`src/rtl/pipelined_shifter.sv`:
```
// ----------------------------------------------------------------------------
// pipelined_shifter
//
// Pipelined barrel shifter: rotate left, shift left logical, shift right
// arithmetic and shift right logical of an N-bit operand by 0..N-1 bits.
// There is one pipeline stage per count bit; stage k applies the 2^k step
// when bit k of the transfer's count is set.  Valid/ready handshakes on both
// sides let the pipeline absorb backpressure: with the output stalled, bubbles
// are squeezed out until all C stages hold a transfer.
//
// Optional feature (macro SHIFTER_ZERO_FLAG_EN): adds port out_zero, a flag
// registered alongside the last stage that is set when the result is zero.
//
// Parameters:
//   N  operand width (power of two, 4..64)
//   C  count width, log2(N); also the number of pipeline stages
//
// Ports:
//   clk        clock
//   rst        synchronous active-high reset
//   in_valid   operand/op/count presented
//   in_ready   block accepts input this cycle
//   in_data    operand
//   in_cnt     shift amount
//   in_op      00 rol, 01 sll, 10 sra, 11 srl
//   out_valid  result available
//   out_ready  consumer accepts result
//   out_data   shifted result
//   out_zero   result is all zeros (SHIFTER_ZERO_FLAG_EN only)
// ----------------------------------------------------------------------------
module pipelined_shifter #(
   parameter int N = 16,
   parameter int C = 4
) (
   input  logic         clk,
   input  logic         rst,
   input  logic         in_valid,
   output logic         in_ready,
   input  logic [N-1:0] in_data,
   input  logic [C-1:0] in_cnt,
   input  logic [1:0]   in_op,
   output logic         out_valid,
   input  logic         out_ready,
   output logic [N-1:0] out_data
`ifdef SHIFTER_ZERO_FLAG_EN
   ,
   output logic         out_zero
`endif
);

   // Single 2^k step for one stage.  Arithmetic right shift fills with the
   // MSB of the incoming stage data; earlier stages never alter that bit for
   // sra, so it is still the operand's original sign bit.
   function automatic logic [N-1:0] stage_shift(
      input logic [N-1:0] d,
      input logic [1:0]   op,
      input int           s
   );
      logic [N-1:0] r;
      case (op)
         2'b00:   r = (d << s) | (d >> (N - s));
         2'b01:   r = d << s;
         2'b10:   r = $signed(d) >>> s;
         2'b11:   r = d >> s;
         default: r = d;
      endcase
      return r;
   endfunction

   // stage registers
   logic [C-1:0] vld_r;
   logic [N-1:0] data_r [C];
   logic [1:0]   op_r   [C];
   logic [C-1:0] cnt_r  [C];
`ifdef SHIFTER_ZERO_FLAG_EN
   logic         zero_r;
`endif

   // per-stage load enable and next-state values
   logic [C-1:0] move_s;
   logic [C-1:0] src_vld_s;
   logic [N-1:0] src_data_s [C];
   logic [1:0]   src_op_s   [C];
   logic [C-1:0] src_cnt_s  [C];
   logic [N-1:0] nxt_data_s [C];

   // Stage k may load when it is empty or its successor can take its
   // content; unrolled, that is "out_ready, or some stage k..C-1 is empty".
   // Written in closed form so no combinational chain feeds itself.
   genvar g;
   generate
      for (g = 0; g < C; g++) begin : g_move
         assign move_s[g] = out_ready | ~(&vld_r[C-1:g]);
      end
   endgenerate

   // Select each stage's source (input port or previous stage) and apply
   // that stage's conditional 2^k step.
   always_comb begin
      src_vld_s[0]  = in_valid;
      src_data_s[0] = in_data;
      src_op_s[0]   = in_op;
      src_cnt_s[0]  = in_cnt;
      for (int k = 1; k < C; k++) begin
         src_vld_s[k]  = vld_r[k-1];
         src_data_s[k] = data_r[k-1];
         src_op_s[k]   = op_r[k-1];
         src_cnt_s[k]  = cnt_r[k-1];
      end
      for (int k = 0; k < C; k++) begin
         nxt_data_s[k] = src_cnt_s[k][k] ?
                         stage_shift(src_data_s[k], src_op_s[k], 1 << k) :
                         src_data_s[k];
      end
   end

   // Pipeline stage registers; a stage holds its content unless it moves.
   always_ff @(posedge clk) begin
      if (rst) begin
         for (int k = 0; k < C; k++) begin
            vld_r[k]  <= 1'b0;
            data_r[k] <= {N{1'b0}};
            op_r[k]   <= 2'b00;
            cnt_r[k]  <= {C{1'b0}};
         end
      end else begin
         for (int k = 0; k < C; k++) begin
            if (move_s[k]) begin
               vld_r[k]  <= src_vld_s[k];
               data_r[k] <= nxt_data_s[k];
               op_r[k]   <= src_op_s[k];
               cnt_r[k]  <= src_cnt_s[k];
            end
         end
      end
   end

`ifdef SHIFTER_ZERO_FLAG_EN
   // Zero flag loads together with the last stage so it holds with out_data.
   always_ff @(posedge clk) begin
      if (rst) begin
         zero_r <= 1'b0;
      end else if (move_s[C-1]) begin
         zero_r <= (nxt_data_s[C-1] == {N{1'b0}});
      end
   end

   assign out_zero = zero_r;
`endif

   // in_ready depends only on stage state and out_ready, never on in_valid.
   assign in_ready  = move_s[0];
   assign out_valid = vld_r[C-1];
   assign out_data  = data_r[C-1];

endmodule

```
`config.mk`:
```
export PLATFORM = sky130hd
export DESIGN_NAME = pipelined_shifter
export DESIGN_NICKNAME = d
export VERILOG_FILES = /design/src/rtl/pipelined_shifter.sv
export SDC_FILE = /design/constraint.sdc
export NUM_CORES = 1
export LEC_CHECK = 0
export CORE_ASPECT_RATIO = 0.7
export CORE_MARGIN = 5
export CORE_UTILIZATION = 50
export CTS_BUF_LIST = sky130_fd_sc_hd__clkbuf_2 sky130_fd_sc_hd__clkbuf_4 sky130_fd_sc_hd__clkbuf_8
export DETAILED_ROUTE_END_ITERATION = 8
export PLACE_DENSITY = 0.84
export SETUP_SLACK_MARGIN = 0.1
export SLEW_MARGIN = 15
export SYNTH_ARGS = -nofsm -noshare
export SYNTH_HDL_FRONTEND = slang
export SYNTH_SLANG_ARGS = --single-unit
```
`constraint.sdc`:
```
create_clock -name clk -period 3.1 [get_ports clk]
set_input_delay 0.465 -clock clk [delete_from_list [all_inputs] [get_ports clk]]
set_output_delay 0.465 -clock clk [all_outputs]
set_load 0.05 [all_outputs]
```
==> impl_metrics.py <==
metrics = {
    "detailed_routing": {
        "drtPass1Iterations": 5,
        "drt-total-wl_mm": 7.563,
        "drc": 0,
        "wire_per_inst_um": 15.66,
        "vias": 2804,
        "vias_per_cell": 5.805,
        "postRouteAntennaNets": 0,
        "drtIter0Drc": 210,
    },
    "clocking": {
        "cts_tree": "yes",
        "cts_buffers": 9,
        "ctsResizeCount": 0,
        "cts_max_path_buffers": 2,
        "clock_sinks": 80,
        "htreeDepth": 3,
        "holdBufCountCts": 0,
        "cts_root_buf": "clkbuf_8",
        "clk_pin_slew_ps": 80,
        "clk_latency_ps": 350,
        "post-cts-setup-buffers": 0,
    },
    "logic_synthesis": {
        "syn_nets": 372,
        "yosysSeqAreaShare_pct": 57.67,
        "syn_area_mm2": 0.004096,
        "ys_warn_count": 0,
        "synth_seq_cells": 80,
        "synthCells": 346,
        "synth_cell_types": 35,
        "syn_avg_cell_area_um2": 11.84,
    },
    "worst_setup_path": {
        "worstReg2RegStart": "cnt_r[0][11]$_SDFFCE_PN0P_",
        "critPathLaunchType": "input port",
        "critical_path.slowest_cell": "clkdlybuf4s50_1",
        "crit_chain": "clkdlybuf4s50_1 -> and3b_1 -> nand3_1 -> clkdlybuf4s50_1",
        "required_ps": 2630,
        "reg2reg_depth": 3,
        "slowest_delay_ps": 810,
        "path_max_fanout": 10,
        "worstPathArrival_ps": 2150,
        "path_common_cell": "clkdlybuf4s50_1",
        "rrSetupSlack_ps": 1070,
        "cpLargestDelayFamily": "buffers and inverters",
        "worstSetupPathType": "input port to output pin",
        "crit_path_end_kind": "output pin",
        "path_buf_inv": 2,
        "regToRegEndpoint": "data_r[3][12]$_SDFFCE_PN0P_",
    },
    "timing": {
        "clock_skew_ps": 11.64,
        "setup_viol": 0,
        "rsz0062_at_grt": "false",
        "fin_crit_sh_pct": 84.47,
        "tns_ps": 0,
        "fmax_mhz": 381.9,
        "max_slew_margin_pct": 38.97,
        "min_period_ps": 2618,
        "finalMaxSlewViolations": 0,
        "worstMarginPinSlew_ps": 912.6,
        "hold_viol": 0,
    },
    "final_layout": {
        "final_cell_mix": "76 x edfxtp_1, 55 x nor2_1, 43 x clkdlybuf4s50_1, 34 x mux2i_1, 33 x a211oi_1",
        "drive_gt1_share_pct": 9.686,
        "layout_commonest_cell": "edfxtp_1",
        "area_growth_syn_to_layout_pct": 15.24,
        "final_cell_count_no_fill": 483,
        "n_antenna_cell": 0,
        "layout.nets": 403,
        "fin_area_mm2": 0.004721,
    },
    "die": {
        "die_w_um": 118.2,
        "io_pins": 44,
        "core_region_area_mm2": 0.007939,
        "fp-row-count": 27,
        "start_util_pct": 51.60,
        "dieArea_mm2": 0.01013,
        "fp.dieH_um": 85.73,
    },
    "power": {
        "combPwrFrac_pct": 11.9,
        "clkPwrFrac_pct": 30.8,
        "switching_share_pct": 25.27,
        "seq_power_share_pct": 57.4,
        "p_int_uw": 1698,
        "powerDensity_mw_per_mm2": 481.3,
        "cellLeakagePower_uw": 0.001715,
        "vdd_drop_max_mv": 0.4244,
        "p_switching_uw": 574.1,
    },
    "placed_design": {
        "io_buffer_count": 43,
        "place.gp.congestion": 0.8162,
        "dp_cells": 467,
        "dp_hpwl_mm": 5.555,
        "postPlaceCellArea_mm2": 0.004537,
    },
    "grt": {
        "grt_usage_pct": 14.84,
        "antenna_found_initial": 0,
        "grt_overflow": 0,
        "grt_pass1_vias": 2523,
        "grt_pass1_wl_mm": 12.21,
        "grt_start_max_net_pins": 33,
    },
    "min_path": {
        "holdPathStages": 2,
        "hold_start": "vld_r[2]$_SDFFE_PP0P_",
        "hold_class": "register to register",
        "whs_endpoint": "vld_r[3]$_SDFFE_PP0P_",
    },
    "flow_run": {
        "maxCapViolations": 0,
    },
    "outcome": {
        "status": "finished, final reports clean",
    },
}
-- cells by family after synthesis --
| group | synth area share [%] |
|---|---|
| AOI/OAI and AO/OA | 16.59 |
| buffers and inverters | 4.032 |
| DFF | 57.67 |
| muxes | 8.308 |
| and+or+nand+nor | 13.41 |
-- per-stage QoR --
step	setup slack [ps]	total power (uW)	hold WS, ps	util [%]
2_1_floorplan	937.8	1500	432.3	-
3_3_place_gp	492.0	1584	445.6	57.15
3_5_place_dp	486.3	1596	470.1	57.15
4_1_cts	468.8	2281	489.9	59.46
5_1_grt	372.2	2374	532.2	59.46
6_report	481.5	2272	478.8	59.46
-- power by group through the flow --
stage,sequential (uW),combinational [uW],clock [uW]
after floorplan,1340,163,0
after global placement,1320,261,0
after detailed placement,1330,270,0
after CTS,1300,270,709
after global routing,1310,292,771
final,1300,270,699
-- state kept, by name (all words and copies together) (netlist names) --
name    count
cnt_r       6
data_r     64
op_r        6
vld_r       4
-- worst min-delay path, stage by stage, from the launching register on --
cell	delay (ps)
dfxtp_1	330
nor2_1	50
nor2_1	70
-- routing by layer --
metal / up-vias / wire, um / track usage (%)
met5: - / 0 / 0
met4: 0 / 80 / 3.646
met3: 9 / 470 / 4.944
met2: 90 / 3577 / 22.82
met1: 1336 / 3434 / 20.45
li1: 1369 / - / -
-- synthesized netlist by cell type, drive strengths merged --
master  count  area, um2
buf        13      90.09
nor2b      15      93.84
nor3b       1      7.510
and3b       2      17.52
nor3        6      35.03
o211ai      8      60.06
o21ai       4      20.02
and2b       1      7.510
mux2i      34      340.3
a21o        2      15.01
a21oi      16      80.08
edfxtp     76       2282
o221a       7      78.83
nand2b      2      12.51
or2         2      12.52
inv         6      22.52
clkinv      1      3.750
nor2       55      206.5
clkbuf     13      48.80
a22oi       6      45.04
and2       12      75.07
a311oi      1      8.760
nand3       2      10.01
a31oi       1      6.260
a31o        1      17.52
nand3b      5      37.54
dfxtp       4      80.08
nand2       9      33.78
a211oi     41      347.8
-- how the worst max path moves through the flow --
stage | startpoint | endpoint | slack (ps) | cells past startpoint
finish | out_ready | in_ready | 480 | 4
global route | out_ready | in_ready | 370 | 4
CTS | out_ready | in_ready | 470 | 4
detailed placement | out_ready | in_ready | 490 | 4
global placement | out_ready | in_ready | 490 | 4
floorplan | vld_r[3]$_SDFFE_PP0P_ | cnt_r[0][1]$_SDFFCE_PN0P_ | 940 | 4
-- final cells by class --
| class | instances | area [um2] |
|---|---|---|
| fill | 601 | 3218 |
| sequential | 80 | 2362 |
| clock inverter | 5 | 38.79 |
| multi-input combinational | 233 | 1569 |
| tap | 101 | 126.4 |
| clock buffer | 11 | 145.1 |
| timing repair buffer | 46 | 452.9 |
| inverter | 7 | 26.28 |
No activity file was read; power rests on OpenSTA's default activity.
